--- config.mk ---
export PLATFORM = sky130hd
export DESIGN_NAME = attn_value_accum_flat
export DESIGN_NICKNAME = d
export VERILOG_FILES = /design/src/rtl/attn_value_accum_if.sv /design/src/rtl/attn_value_accum.sv /design/src/flat_wrapper.sv
export SDC_FILE = /design/constraint.sdc
export NUM_CORES = 1
export LEC_CHECK = 0
export CAP_MARGIN = 20
export CORE_MARGIN = 2
export CORE_UTILIZATION = 49
export DETAILED_ROUTE_END_ITERATION = 16
export MAX_ROUTING_LAYER = met4
export PLACE_DENSITY_LB_ADDON = 0.12
export SLEW_MARGIN = 5
export SYNTH_ARGS = -nofsm -noshare
export SYNTH_HDL_FRONTEND = slang
export SYNTH_SLANG_ARGS = --single-unit
--- constraint.sdc ---
create_clock -name clk -period 16.8 [get_ports clk]
set_input_delay 2.52 -clock clk [delete_from_list [all_inputs] [get_ports clk]]
set_output_delay 2.52 -clock clk [all_outputs]
set_load 0.02 [all_outputs]
--- src/rtl/attn_value_accum_if.sv ---
// Handshake and bus bundle between softmax, value buffer and the context accumulator.
// The slave side is the accumulator; the master side drives start/probs and serves value rows.
interface attn_value_accum_if #(
    parameter int SEQ_LEN = 3,
    parameter int FRAC_W  = 8,
    parameter int V_W     = 8,
    parameter int DIM     = 4
);
    localparam int ADDR_W = $clog2(SEQ_LEN);

    logic                      start;
    logic [SEQ_LEN*FRAC_W-1:0] probs;
    logic                      v_rd_en;
    logic [ADDR_W-1:0]         v_rd_addr;
    logic [DIM*V_W-1:0]        v_rd_data;
    logic                      busy;
    logic                      done;
    logic [DIM*V_W-1:0]        ctx;

    modport master (
        output start, probs, v_rd_data,
        input  v_rd_en, v_rd_addr, busy, done, ctx
    );

    modport slave (
        input  start, probs, v_rd_data,
        output v_rd_en, v_rd_addr, busy, done, ctx
    );
endinterface

--- src/rtl/attn_value_accum.sv ---
// Attention context accumulator: ctx[d] = round/sat(sum_k p[k]*V[k][d]).
// One lane instance per head-dimension element; a shared sequencer streams value rows.
module attn_value_lane #(
    parameter int V_W    = 8,
    parameter int FRAC_W = 8,
    parameter int ACC_W  = 19
) (
    input  logic                    clk,
    input  logic                    rst_n,
    input  logic                    clr,
    input  logic                    add_en,
    input  logic                    load,
    input  logic signed [V_W-1:0]   v,
    input  logic [FRAC_W-1:0]       p,
    output logic [V_W-1:0]          ctx
);
    localparam int PROD_W = V_W + FRAC_W + 1;
    localparam int RND_W  = ACC_W + 1;
    localparam logic signed [RND_W-1:0] SAT_HI = RND_W'((2 ** (V_W - 1)) - 1);
    localparam logic signed [RND_W-1:0] SAT_LO = RND_W'(-(2 ** (V_W - 1)));

    logic signed [PROD_W-1:0] prod;
    logic signed [ACC_W-1:0]  acc;
    logic signed [ACC_W-1:0]  sum;
    logic signed [RND_W-1:0]  rnd;
    logic signed [RND_W-1:0]  r;

    assign prod = PROD_W'(v) * PROD_W'($signed({1'b0, p}));
    assign sum  = acc + (add_en ? ACC_W'(prod) : '0);
    // Round on the post-add sum so the final row lands in the same edge as the output.
    assign rnd  = RND_W'(sum) + RND_W'(2 ** (FRAC_W - 1));
    assign r    = rnd >>> FRAC_W;

    always_ff @(posedge clk or negedge rst_n) begin
        if (!rst_n) begin
            acc <= '0;
            ctx <= '0;
        end else begin
            if (clr)
                acc <= '0;
            else if (add_en)
                acc <= sum;
            if (load) begin
                if (r > SAT_HI)
                    ctx <= SAT_HI[V_W-1:0];
                else if (r < SAT_LO)
                    ctx <= SAT_LO[V_W-1:0];
                else
                    ctx <= r[V_W-1:0];
            end
        end
    end
endmodule

module attn_value_accum #(
    parameter int SEQ_LEN = 3,
    parameter int FRAC_W  = 8,
    parameter int V_W     = 8,
    parameter int DIM     = 4
) (
    input  logic            clk,
    input  logic            rst_n,
    attn_value_accum_if.slave bus
);
    localparam int ADDR_W = $clog2(SEQ_LEN);
    localparam int ACC_W  = V_W + FRAC_W + 1 + $clog2(SEQ_LEN);
    localparam int STAGES = 1;
    localparam logic [ADDR_W-1:0] LAST = ADDR_W'(SEQ_LEN - 1);

    // OUT is the done cycle; it overlaps IDLE so a new start can be taken there.
    typedef enum logic [1:0] {IDLE, RUN, FLUSH, OUT} state_t;

    state_t state, state_nx;
    logic accept, load_ctx, issue_nx, last_addr;
    logic [STAGES:0] vld_pipe;
    logic [ADDR_W-1:0] rd_addr, acc_cnt;
    logic [SEQ_LEN-1:0][FRAC_W-1:0] p_lat;
    logic done_q;
    logic [DIM-1:0][V_W-1:0] ctx_lane;

    assign last_addr     = (rd_addr == LAST);
    assign bus.v_rd_en   = vld_pipe[0];
    assign bus.v_rd_addr = rd_addr;
    assign bus.busy      = (state != IDLE);
    assign bus.done      = done_q;
    assign bus.ctx       = ctx_lane;

    always_ff @(posedge clk or negedge rst_n) begin
        if (!rst_n)
            state <= IDLE;
        else
            state <= state_nx;
    end

    always_comb begin
        state_nx = state;
        accept   = 1'b0;
        load_ctx = 1'b0;
        unique case (state)
            IDLE: begin
                if (bus.start) begin
                    accept   = 1'b1;
                    state_nx = RUN;
                end
            end
            RUN: begin
                if (vld_pipe[0] && last_addr)
                    state_nx = FLUSH;
            end
            FLUSH: begin
                load_ctx = 1'b1;
                state_nx = IDLE;
            end
            default: state_nx = IDLE;
        endcase
    end

    assign issue_nx = accept | (vld_pipe[0] & ~last_addr);

    // vld_pipe[0] is the read strobe; vld_pipe[STAGES] marks returning row data.
    always_ff @(posedge clk or negedge rst_n) begin
        if (!rst_n) begin
            vld_pipe <= '0;
            rd_addr  <= '0;
            acc_cnt  <= '0;
            p_lat    <= '0;
            done_q   <= 1'b0;
        end else begin
            vld_pipe <= {vld_pipe[STAGES-1:0], issue_nx};
            done_q   <= load_ctx;
            if (accept) begin
                rd_addr <= '0;
                acc_cnt <= '0;
                p_lat   <= bus.probs;
            end else begin
                if (vld_pipe[0] && !last_addr)
                    rd_addr <= rd_addr + ADDR_W'(1);
                if (vld_pipe[STAGES])
                    acc_cnt <= (acc_cnt == LAST) ? '0 : acc_cnt + ADDR_W'(1);
            end
        end
    end

    for (genvar d = 0; d < DIM; d++) begin : g_lane
        attn_value_lane #(
            .V_W   (V_W),
            .FRAC_W(FRAC_W),
            .ACC_W (ACC_W)
        ) u_lane (
            .clk   (clk),
            .rst_n (rst_n),
            .clr   (accept),
            .add_en(vld_pipe[STAGES]),
            .load  (load_ctx),
            .v     (bus.v_rd_data[d*V_W +: V_W]),
            .p     (p_lat[acc_cnt]),
            .ctx   (ctx_lane[d])
        );
    end
endmodule

--- src/flat_wrapper.sv ---
// flat-port wrapper written by rule: the top's interface ports become plain ports
module attn_value_accum_flat 
#(
    parameter int SEQ_LEN = 3,
    parameter int FRAC_W  = 8,
    parameter int V_W     = 8,
    parameter int DIM     = 4
)
  (clk, rst_n, bus_start, bus_probs, bus_v_rd_data, bus_v_rd_en, bus_v_rd_addr, bus_busy, bus_done, bus_ctx);
  attn_value_accum_if #(.SEQ_LEN(SEQ_LEN), .FRAC_W(FRAC_W), .V_W(V_W), .DIM(DIM)) bus_i ();
  input  logic clk;
  input  logic rst_n;
  input wire logic [$bits(bus_i.start)-1:0] bus_start;
  input wire logic [$bits(bus_i.probs)-1:0] bus_probs;
  input wire logic [$bits(bus_i.v_rd_data)-1:0] bus_v_rd_data;
  output wire logic [$bits(bus_i.v_rd_en)-1:0] bus_v_rd_en;
  output wire logic [$bits(bus_i.v_rd_addr)-1:0] bus_v_rd_addr;
  output wire logic [$bits(bus_i.busy)-1:0] bus_busy;
  output wire logic [$bits(bus_i.done)-1:0] bus_done;
  output wire logic [$bits(bus_i.ctx)-1:0] bus_ctx;
  assign bus_i.start = bus_start;
  assign bus_i.probs = bus_probs;
  assign bus_i.v_rd_data = bus_v_rd_data;
  assign bus_v_rd_en = bus_i.v_rd_en;
  assign bus_v_rd_addr = bus_i.v_rd_addr;
  assign bus_busy = bus_i.busy;
  assign bus_done = bus_i.done;
  assign bus_ctx = bus_i.ctx;
  attn_value_accum #(.SEQ_LEN(SEQ_LEN), .FRAC_W(FRAC_W), .V_W(V_W), .DIM(DIM)) u_core (.clk(clk), .rst_n(rst_n), .bus(bus_i));
endmodule
==> out/qor.csv, run 1 <==
stage,metric,value,unit
logic_synthesis,seq_area_frac_synth,0.181,
global_route,grt_pass1_vias,15900,
sta,worst_pin_slew,0.999,ns
sta,hold_violations,0,
sta,fmax,102,MHz
layout,fin_cells,2849,
detailed_routing,drc_errors,0,
sta,min_period,9.83,ns
sta,period_share,0.585,
global_route,grt_antenna_before_repair,0,
floorplan,core,39500,um2
floorplan,pin_count,96,
layout,insertedDiodeCount,0,
logic_synthesis,synth-seq-cells,141,
detailed_routing,dr.pass1.iters,5,
critical_path,crit_required,17.19,ns
job,max_cap_viol_count,0,
global_route,grt_first_pass_wirelength,81900,um
clocking,cts_max_level,4,
critical_path,cpPeakStageDelay,0.69,ns
sta,finalSetupViolCount,0,
global_route,grt_max_degree,84,
layout,nNetsFinal,2771,
critical_path,cp_data_arrival_time,10.22,ns
detailed_routing,dr_total_vias,15700,
detailed_routing,vias_per_cell,5.52,
floorplan,die_x,204,um
sta,fin_hold_ws,0.468,ns
clocking,cts_tree,built,
clocking,cts_buffers,17,
clocking,path_clk_slew,0.07,ns
sta,tns,0,ns
floorplan,rows,73,
layout,syn_to_final_growth,10.6,%
run_status,outcome,finished clean,
floorplan,start_util,0.493,
sta,relSlewSlack,0.332,
floorplan,die_y,204,um
floorplan,die_area,41400,um2
logic_synthesis,async_flop_share,1.00,
logic_synthesis,yosys.cell_types.count,99,
clocking,cts-root-buf,clkbuf_16,
global_route,gr-usage-all-layers,0.251,
clocking,cts_hold_buffers,0,
placed_design,place_hpwl,36300,um
detailed_routing,routedWlPerCell,16.9,um
critical_path,criticalPathCategory,input port to register,
logic_synthesis,netlist_area,19500,um2
placed_design,port_buffers,95,
layout,layout-drive-gt1-share,0.0564,
layout,postLayoutCellArea,21600,um2
detailed_routing,drtAntennaViolNets,0,
logic_synthesis,syn-num-nets,2716,
critical_path,endpoint_kind,register,
global_route,grt_remaining_overflow,0,
placed_design,place_inst,2817,
critical_path,critical_path.max_fanout,8,
hold_path,worstHoldPathType,register to register,
sta,drv_slew,0,
sta,rsz0062_at_grt,false,
clocking,cts_resized,0,
placed_design,place_congestion,0.868,
placed_design,dpl-instance-area,21000,um2
clocking,clock_latency,0.46,ns
critical_path,critPathSlowestCell,clkdlybuf4s50_1,
logic_synthesis,synth_edf_count,0,
critical_path,crit_path_start_kind,input port,
clocking,numClockSinks,141,
clocking,cts_setup_buffers,0,
sta,finClkSkew,0.0164,ns
detailed_routing,totalWireLength,48000,um
logic_synthesis,synth_warnings,0,
critical_path,crit_path_frequent_cell,fa_1,
logic_synthesis,synthFlopType,dfrtp_1,
logic_synthesis,synth.avg_cell_area,8.65,um2
logic_synthesis,synthCells,2256,
detailed_routing,drt-initial-drc-count,828,
clocking,clk_path_buf_depth,2,
metal layers:
metal | track usage | vias to the layer above | wire length [um]
met5 | - | - | 0
met4 | 0.0534 | 0 | 452
met3 | 0.0243 | 37 | 1810
met2 | 0.366 | 339 | 20300
met1 | 0.378 | 7643 | 25500
li1 | - | 7717 | -
registers in the layout (all words and copies together), names as in the netlist:
register                  count
u_core.acc_cnt                2
u_core.state                  2
u_core.bus.v_rd_addr          2
u_core.g_lane.u_lane.acc     76
u_core.bus.done               1
u_core.p_lat                 24
u_core.g_lane.u_lane.ctx     32
u_core.vld_pipe               2
cells in the final DEF (no fill, tap or decap), types with 47 or more instances in the layout:
cell,Yosys,routed
fa_1,152,152
clkdlybuf4s50_1,0,94
mux2i_1,56,56
nand2_1,153,153
inv_1,254,254
nor2_1,248,247
dfrtp_1,141,140
ha_1,249,249
xnor2_1,65,65
and2_1,175,175
nor3_1,47,47
a21oi_1,127,127
worst max-delay path, delay by kind of cell:
| family | cells | cell delay [ns] |
|---|---|---|
| buffers and inverters | 4 | 0.91 |
| muxes | 1 | 0.33 |
| AOI/OAI and AO/OA | 9 | 2.21 |
| xor gates and xnor gates | 1 | 0.23 |
| and+or+nand+nor | 7 | 1.49 |
| adders and majority gates | 6 | 2.52 |
path summary, 6_finish.rpt:
check / from / endpoint / slack [ns] / depth (start not counted)
max in group asynchronous: rst_n / u_core.p_lat[11]$_DFFE_PN0P_ / 13.39 / 2
worst max register to register: u_core.acc_cnt[0]$_DFFE_PN0P_ / u_core.g_lane[3].u_lane.ctx[1]$_DFFE_PN0P_ / 7.77 / 28
min in group asynchronous: rst_n / u_core.state[1]$_DFFE_PN0P_ / 2.11 / 1
worst min register to register: u_core.vld_pipe[0]$_DFF_PN0_ / u_core.vld_pipe[1]$_DFF_PN0_ / 0.47 / 0
worst max-delay path: bus_v_rd_data[28] / u_core.g_lane[3].u_lane.ctx[1]$_DFFE_PN0P_ / 6.97 / 28
worst min-delay path: u_core.vld_pipe[0]$_DFF_PN0_ / u_core.vld_pipe[1]$_DFF_PN0_ / 0.47 / 0
through the flow:
| stage | setup WS, ns | util |
|---|---|---|
| floorplan | 8.05 | - |
| finish | 6.97 | 0.546 |
| global placement | 6.76 | 0.531 |
| CTS | 7.04 | 0.546 |
| detailed placement | 6.62 | 0.531 |
| global route | 6.54 | 0.546 |
cell type report:
type / count / area, um2
Clock inverter: 15 / 179
Multi-Input combinational cell: 1785 / 14800
Tap cell: 525 / 657
Fill cell: 3657 / 18000
Timing Repair Buffer: 111 / 1070
Clock buffer: 17 / 425
Sequential cell: 141 / 3530
Inverter: 255 / 957
synth_stat cells (6+ instances only):
master	count	area, um2
a211oi_1	20	150
ha_1	249	3120
xnor2_1	65	569
a31oi_1	13	81.3
nand2_1	153	574
o21a_1	19	143
nand4_1	12	75.1
nor2b_1	38	238
o21bai_1	16	120
or3_1	7	43.8
mux2_2	27	304
clkbuf_1	58	218
mux2i_1	56	561
a21o_1	35	263
and4_1	6	52.6
o211ai_1	9	67.6
o21ai_0	46	230
a21oi_1	127	636
fa_1	152	3040
nand3_1	28	140
nor2_1	248	931
nand2b_1	28	175
dfrtp_1	141	3530
and3_1	15	93.8
o2111ai_1	6	52.6
a221o_1	9	90.1
o22ai_1	7	43.8
nor3_1	47	235
nand3b_1	6	45.0
buf_1	7	26.3
o21ai_1	9	45.0
o31ai_1	6	45.0
inv_1	254	953
xor2_1	39	342
nor3b_1	6	45.0
and2_1	175	1090
cells by family (layout without fill, tap and decap cells):
group           Yosys count  in the layout  synth area share
buf+inv                 330            398            0.0661
compound gates          384            384             0.134
fa+ha+maj               401            401             0.316
mux                      85             85            0.0459
simple gates            809            809             0.209
xor+xnor                106            106            0.0487
flops                   141            141             0.181
Power of run 1 is left out: the tool's default activity adds up to more than one toggle a clock period on the data nets, which glitch-free logic cannot reach.
==> inputs of run 2 (changes only) <==
Clock period 16.8 ns to 10.1 ns, I/O delays scaled along.
==> out/qor.csv, run 2 (synthesis results as in run 1) <==
stage,metric,value,unit,change
detailed_routing,routedWlPerCell,16.7,um,-0.84%
clocking,cts_resized,0,,unchanged
placed_design,place_hpwl,36800,um,+1.2%
layout,top_regs,"u_core.g_lane.u_lane.acc: 76 flops, u_core.g_lane.u_lane.ctx: 32 flops, u_core.p_lat: 24 flops",,
clocking,clk_path_buf_depth,2,,unchanged
detailed_routing,totalWireLength,47700,um,-0.77%
layout,final_common_cell,inv_1,,
layout,syn_to_final_growth,10.5,%,
hold_path,worstHoldPathType,register to register,,
sta,relSlewSlack,0.342,,+0.0101
floorplan,start_util,0.493,,unchanged
sta,worst_pin_slew,0.987,ns,-0.0114 ns
sta,min_period,9.11,ns,
critical_path,critPathSlowestCell,dfrtp_1,,
layout,final_cell_mix,"inv_1 (254), ha_1 (249), nor2_1 (247)",,
critical_path,criticalPathCategory,register to register,,
detailed_routing,drc_errors,0,,unchanged
sta,period_share,0.902,,
layout,insertedDiodeCount,0,,unchanged
job,max_cap_viol_count,0,,unchanged
detailed_routing,dr_total_vias,15700,,-0.29%
clocking,cts_buffers,17,,unchanged
floorplan,pin_count,96,,unchanged
sta,hold_violations,0,,unchanged
sta,fmax,110,MHz,
layout,nNetsFinal,2773,,+0.072%
floorplan,die_area,41400,um2,unchanged
critical_path,critical_path.max_fanout,29,,+21
placed_design,place_congestion,0.897,,+3.3%
clocking,cts_tree,built,,
global_route,gr-usage-all-layers,0.251,,-0.000588
global_route,grt_first_pass_wirelength,80700,um,-1.5%
floorplan,core,39500,um2,unchanged
clocking,path_clk_slew,0.07,ns,about the same
floorplan,rows,73,,unchanged
sta,finClkSkew,0.0138,ns,-0.00257 ns
detailed_routing,drtAntennaViolNets,0,,unchanged
global_route,grt_antenna_before_repair,0,,unchanged
critical_path,crit_path_start_kind,register,,
clocking,cts_hold_buffers,0,,unchanged
global_route,grt_remaining_overflow,0,,unchanged
clocking,clock_latency,0.48,ns,+0.02 ns
sta,finalSetupViolCount,0,,unchanged
global_route,grt_pass1_vias,15800,,-0.67%
global_route,grt_max_degree,84,,unchanged
sta,tns,0,ns,unchanged
detailed_routing,vias_per_cell,5.50,,-0.36%
clocking,cts_setup_buffers,0,,unchanged
clocking,cts_max_level,4,,unchanged
critical_path,cpPeakStageDelay,0.93,ns,+0.24 ns
run_status,outcome,finished clean,,
detailed_routing,drt-initial-drc-count,810,,-2.2%
clocking,cts-root-buf,clkbuf_16,,
layout,layout-drive-gt1-share,0.0567,,+0.000381
critical_path,endpoint_kind,register,,
critical_path,crit_required,10.52,ns,-6.67 ns
critical_path,crit_path_frequent_cell,fa_1,,
floorplan,die_y,204,um,unchanged
critical_path,cp_data_arrival_time,9.53,ns,-0.69 ns
sta,rsz0062_at_grt,false,,
floorplan,die_x,204,um,unchanged
sta,drv_slew,0,,unchanged
layout,largest_reg_flops,76,,unchanged
detailed_routing,dr.pass1.iters,8,,+3
clocking,numClockSinks,141,,unchanged
layout,regMostFlops,u_core.g_lane.u_lane.acc,,
placed_design,port_buffers,95,,unchanged
run 2: changes by cell type in the layout (fill, tap and decap cells not counted):
cell / before / now
inv_8: 4 / 1
inv_6: 4 / 5
bufinv_16: 2 / 1
clkbuf_1: 0 / 1
clkinv_2: 0 / 1
clkinvlp_4: 4 / 5
buf_4: 16 / 18
run 2: metal layers:
metal | vias up | GRT usage | part of all wire
li1 | 7718 | - | -
met2 | 355 | 0.356 | 0.42
met5 | - | - | 0
met1 | 7588 | 0.374 | 0.53
met3 | 30 | 0.0425 | 0.046
met4 | 0 | 0.0501 | 0.0098
run 2: layout make-up:
type / count / area, um2
fillers: 3698 / 18000
well taps: 525 / 657
flip-flops and latches: 141 / 3530
repair buffers: 113 / 1090
clock buffers: 18 / 429
multi-input cells: 1785 / 14800
clock inverters: 14 / 136
inverters: 255 / 957
run 2: worst paths after layout:
| kind | startpoint | end | slack [ns] | cells past startpoint |
|---|---|---|---|---|
| setup / recovery | u_core.acc_cnt[0]$_DFFE_PN0P_ | u_core.g_lane[3].u_lane.ctx[3]$_DFFE_PN0P_ | 0.99 | 29 |
| hold / removal | u_core.vld_pipe[0]$_DFF_PN0_ | u_core.vld_pipe[1]$_DFF_PN0_ | 0.47 | 0 |
| setup reg to reg | u_core.acc_cnt[0]$_DFFE_PN0P_ | u_core.g_lane[3].u_lane.ctx[3]$_DFFE_PN0P_ | 0.99 | 29 |
| hold reg to reg | u_core.vld_pipe[0]$_DFF_PN0_ | u_core.vld_pipe[1]$_DFF_PN0_ | 0.47 | 0 |
| max in group asynchronous | rst_n | u_core.p_lat[4]$_DFFE_PN0P_ | 7.72 | 2 |
| min in group asynchronous | rst_n | u_core.state[1]$_DFFE_PN0P_ | 1.07 | 1 |
run 2: stage by stage:
stage	cell area [um2]	hold WS (ns)	instances	utilization	worst slack, ns
after floorplan	19500	0.432	2256	-	2.36
after global placement	21000	0.458	2819	0.531	1.02
after detailed placement	21000	0.443	2819	0.531	0.892
after CTS	21600	0.466	2851	0.545	0.985
after global routing	21600	0.503	2851	0.545	0.235
final	21600	0.475	2851	0.545	0.985
run 2: worst max-delay path, delay by kind of cell (launching register included):
family | cells | cell delay, ns
XOR/XNOR | 1 | 0.24
buffers and inverters | 3 | 0.22
AO/OA/AOI/OAI | 10 | 2.97
flip-flops | 1 | 0.93
AND/OR/NAND/NOR | 7 | 1.52
multiplexers | 2 | 0.58
adder cells (fa/ha/maj) | 6 | 2.59
Power of run 2 is left out for the same reason.
==> inputs of run 3 (changes only) <==
--- a/config.mk
+++ b/config.mk
@@ -11,2 +11,3 @@
 export DETAILED_ROUTE_END_ITERATION = 16
+export DONT_BUFFER_PORTS = 1
 export MAX_ROUTING_LAYER = met4
==> constraint.sdc (replaced) <==
create_clock -name clk -period 11.65 [get_ports clk]
set_input_delay 1.7475 -clock clk [delete_from_list [all_inputs] [get_ports clk]]
set_output_delay 1.7475 -clock clk [all_outputs]
set_load 0.005 [all_outputs]
==> out/qor.csv, run 3 (synthesis results as in run 1) <==
stage,metric,value,unit,change
clocking,cts-root-buf,clkbuf_16,,
sta,relSlewSlack,0.429,,+0.0871
clocking,cts_buffers,17,,unchanged
placed_design,port_buffers,0,,-100%
critical_path,critical_path.max_fanout,32,,+10%
layout,largest_reg_flops,76,,unchanged
layout,final_cell_mix,"inv_1 (254), ha_1 (249), nor2_1 (247)",,
sta,finClkSkew,0.0239,ns,+0.0101 ns
global_route,grt_remaining_overflow,0,,unchanged
layout,insertedDiodeCount,0,,unchanged
sta,finalSetupViolCount,0,,unchanged
layout,nNetsFinal,2673,,-3.6%
critical_path,critPathSlowestCell,dfrtp_1,,
global_route,gr-usage-all-layers,0.251,,about the same
clocking,cts_setup_buffers,0,,unchanged
floorplan,die_area,41400,um2,unchanged
critical_path,endpoint_kind,register,,
floorplan,core,39500,um2,unchanged
floorplan,start_util,0.493,,unchanged
critical_path,cpPeakStageDelay,0.73,ns,-0.20 ns
detailed_routing,totalWireLength,47700,um,+0.15%
sta,hold_violations,0,,unchanged
hold_path,hold_depth,1,,+1
detailed_routing,vias_per_cell,5.59,,+1.6%
sta,rsz0062_at_grt,false,,
sta,min_period,8.88,ns,-0.230 ns
clocking,cts_resized,0,,unchanged
sta,drv_slew,0,,unchanged
sta,worst_pin_slew,0.857,ns,-0.131 ns
detailed_routing,drt-initial-drc-count,890,,+9.9%
floorplan,die_y,204,um,unchanged
floorplan,die_x,204,um,unchanged
clocking,clock_latency,0.49,ns,about the same
global_route,grt_max_degree,142,,+69%
clocking,path_clk_slew,0.07,ns,about the same
run_status,outcome,finished clean,,
layout,final_common_cell,inv_1,,
clocking,clk_path_buf_depth,2,,unchanged
floorplan,rows,73,,unchanged
critical_path,r2r_cells,32,,+10%
global_route,grt_first_pass_wirelength,80500,um,-0.26%
detailed_routing,drc_errors,0,,unchanged
sta,fmax,113,MHz,+2.6%
placed_design,place_congestion,0.908,,+1.2%
sta,tns,0,ns,unchanged
layout,regMostFlops,u_core.g_lane.u_lane.acc,,
layout,syn_to_final_growth,5.32,%,
critical_path,crit_path_start_kind,register,,
clocking,cts_max_level,4,,unchanged
clocking,cts_hold_buffers,0,,unchanged
global_route,grt_antenna_before_repair,0,,unchanged
critical_path,crit_path_frequent_cell,fa_1,,
clocking,cts_tree,built,,
detailed_routing,drtAntennaViolNets,0,,unchanged
layout,top_regs,"u_core.g_lane.u_lane.acc: 76 flops, u_core.g_lane.u_lane.ctx: 32 flops, u_core.p_lat: 24 flops",,
layout,layout-drive-gt1-share,0.0557,,-0.00102
critical_path,criticalPathCategory,register to register,,
critical_path,crit_required,12.02,ns,+1.50 ns
floorplan,pin_count,96,,unchanged
job,max_cap_viol_count,0,,unchanged
clocking,numClockSinks,141,,unchanged
detailed_routing,dr_total_vias,15400,,-2.0%
sta,period_share,0.763,,-0.140
detailed_routing,dr.pass1.iters,5,,-3
critical_path,cp_data_arrival_time,9.25,ns,-0.28 ns
placed_design,place_hpwl,36300,um,-1.3%
hold_path,worstHoldPathType,register to register,,
detailed_routing,routedWlPerCell,17.4,um,+3.8%
critical_path,r2r_slack,2.77,ns,+1.78 ns
global_route,grt_pass1_vias,15400,,-2.0%
## run 3: changes by cell type in the layout (fill, tap and decap cells not counted), moves of 2 or more
cell | before | now
buf_4 | 18 | 13
clkinvlp_4 | 5 | 2
clkdlybuf4s50_1 | 94 | 0
o21ai_4 | 3 | 0
clkinv_2 | 1 | 3
o21ai_2 | 6 | 9
## run 3: critical path, delay by kind of cell, from the launching register on
family          cells  cell delay, ns
compound gates     13            2.65
xor+xnor            2            0.76
fa+ha+maj           6            2.70
buf+inv             3            0.55
flops               1            0.73
simple gates        8            1.41
## run 3: metal layers
layer	share of wire	global-route usage
met1	0.51	0.366
met2	0.42	0.355
met3	0.054	0.0534
met4	0.011	0.0566
met5	0	-
## run 3: path summary, 6_finish.rpt
check | start | endpoint
max in group asynchronous | rst_n | u_core.g_lane[1].u_lane.acc[6]$_DFFE_PN0P_
setup reg to reg | u_core.acc_cnt[1]$_DFFE_PN0P_ | u_core.g_lane[2].u_lane.ctx[7]$_DFFE_PN0P_
min in group asynchronous | rst_n | u_core.g_lane[3].u_lane.ctx[2]$_DFFE_PN0P_
setup / recovery | u_core.acc_cnt[1]$_DFFE_PN0P_ | u_core.g_lane[2].u_lane.ctx[7]$_DFFE_PN0P_
hold reg to reg | u_core.state[1]$_DFFE_PN0P_ | u_core.state[0]$_DFFE_PN0P_
hold / removal | u_core.state[1]$_DFFE_PN0P_ | u_core.state[0]$_DFFE_PN0P_
## run 3: final cells by class
cell class              instances  area, um2
inverters                     255        958
well taps                     525        657
fillers                      3680      19000
clock inverters                12        138
repair buffers                 13       97.6
multi-input cells            1785      14700
flip-flops and latches        141       3530
clock buffers                  19        433
## run 3: through the flow
step | setup slack [ns] | instance area, um2 | std cells | utilization | hold slack, ns
floorplan | 3.68 | 19500 | 2256 | - | 0.428
global placement | 2.81 | 20000 | 2719 | 0.505 | 0.459
detailed placement | 2.73 | 20000 | 2719 | 0.505 | 0.467
CTS | 2.66 | 20500 | 2750 | 0.520 | 0.479
global route | 1.99 | 20500 | 2750 | 0.520 | 0.503
finish | 2.77 | 20500 | 2750 | 0.520 | 0.478
Power of run 3 is left out for the same reason.
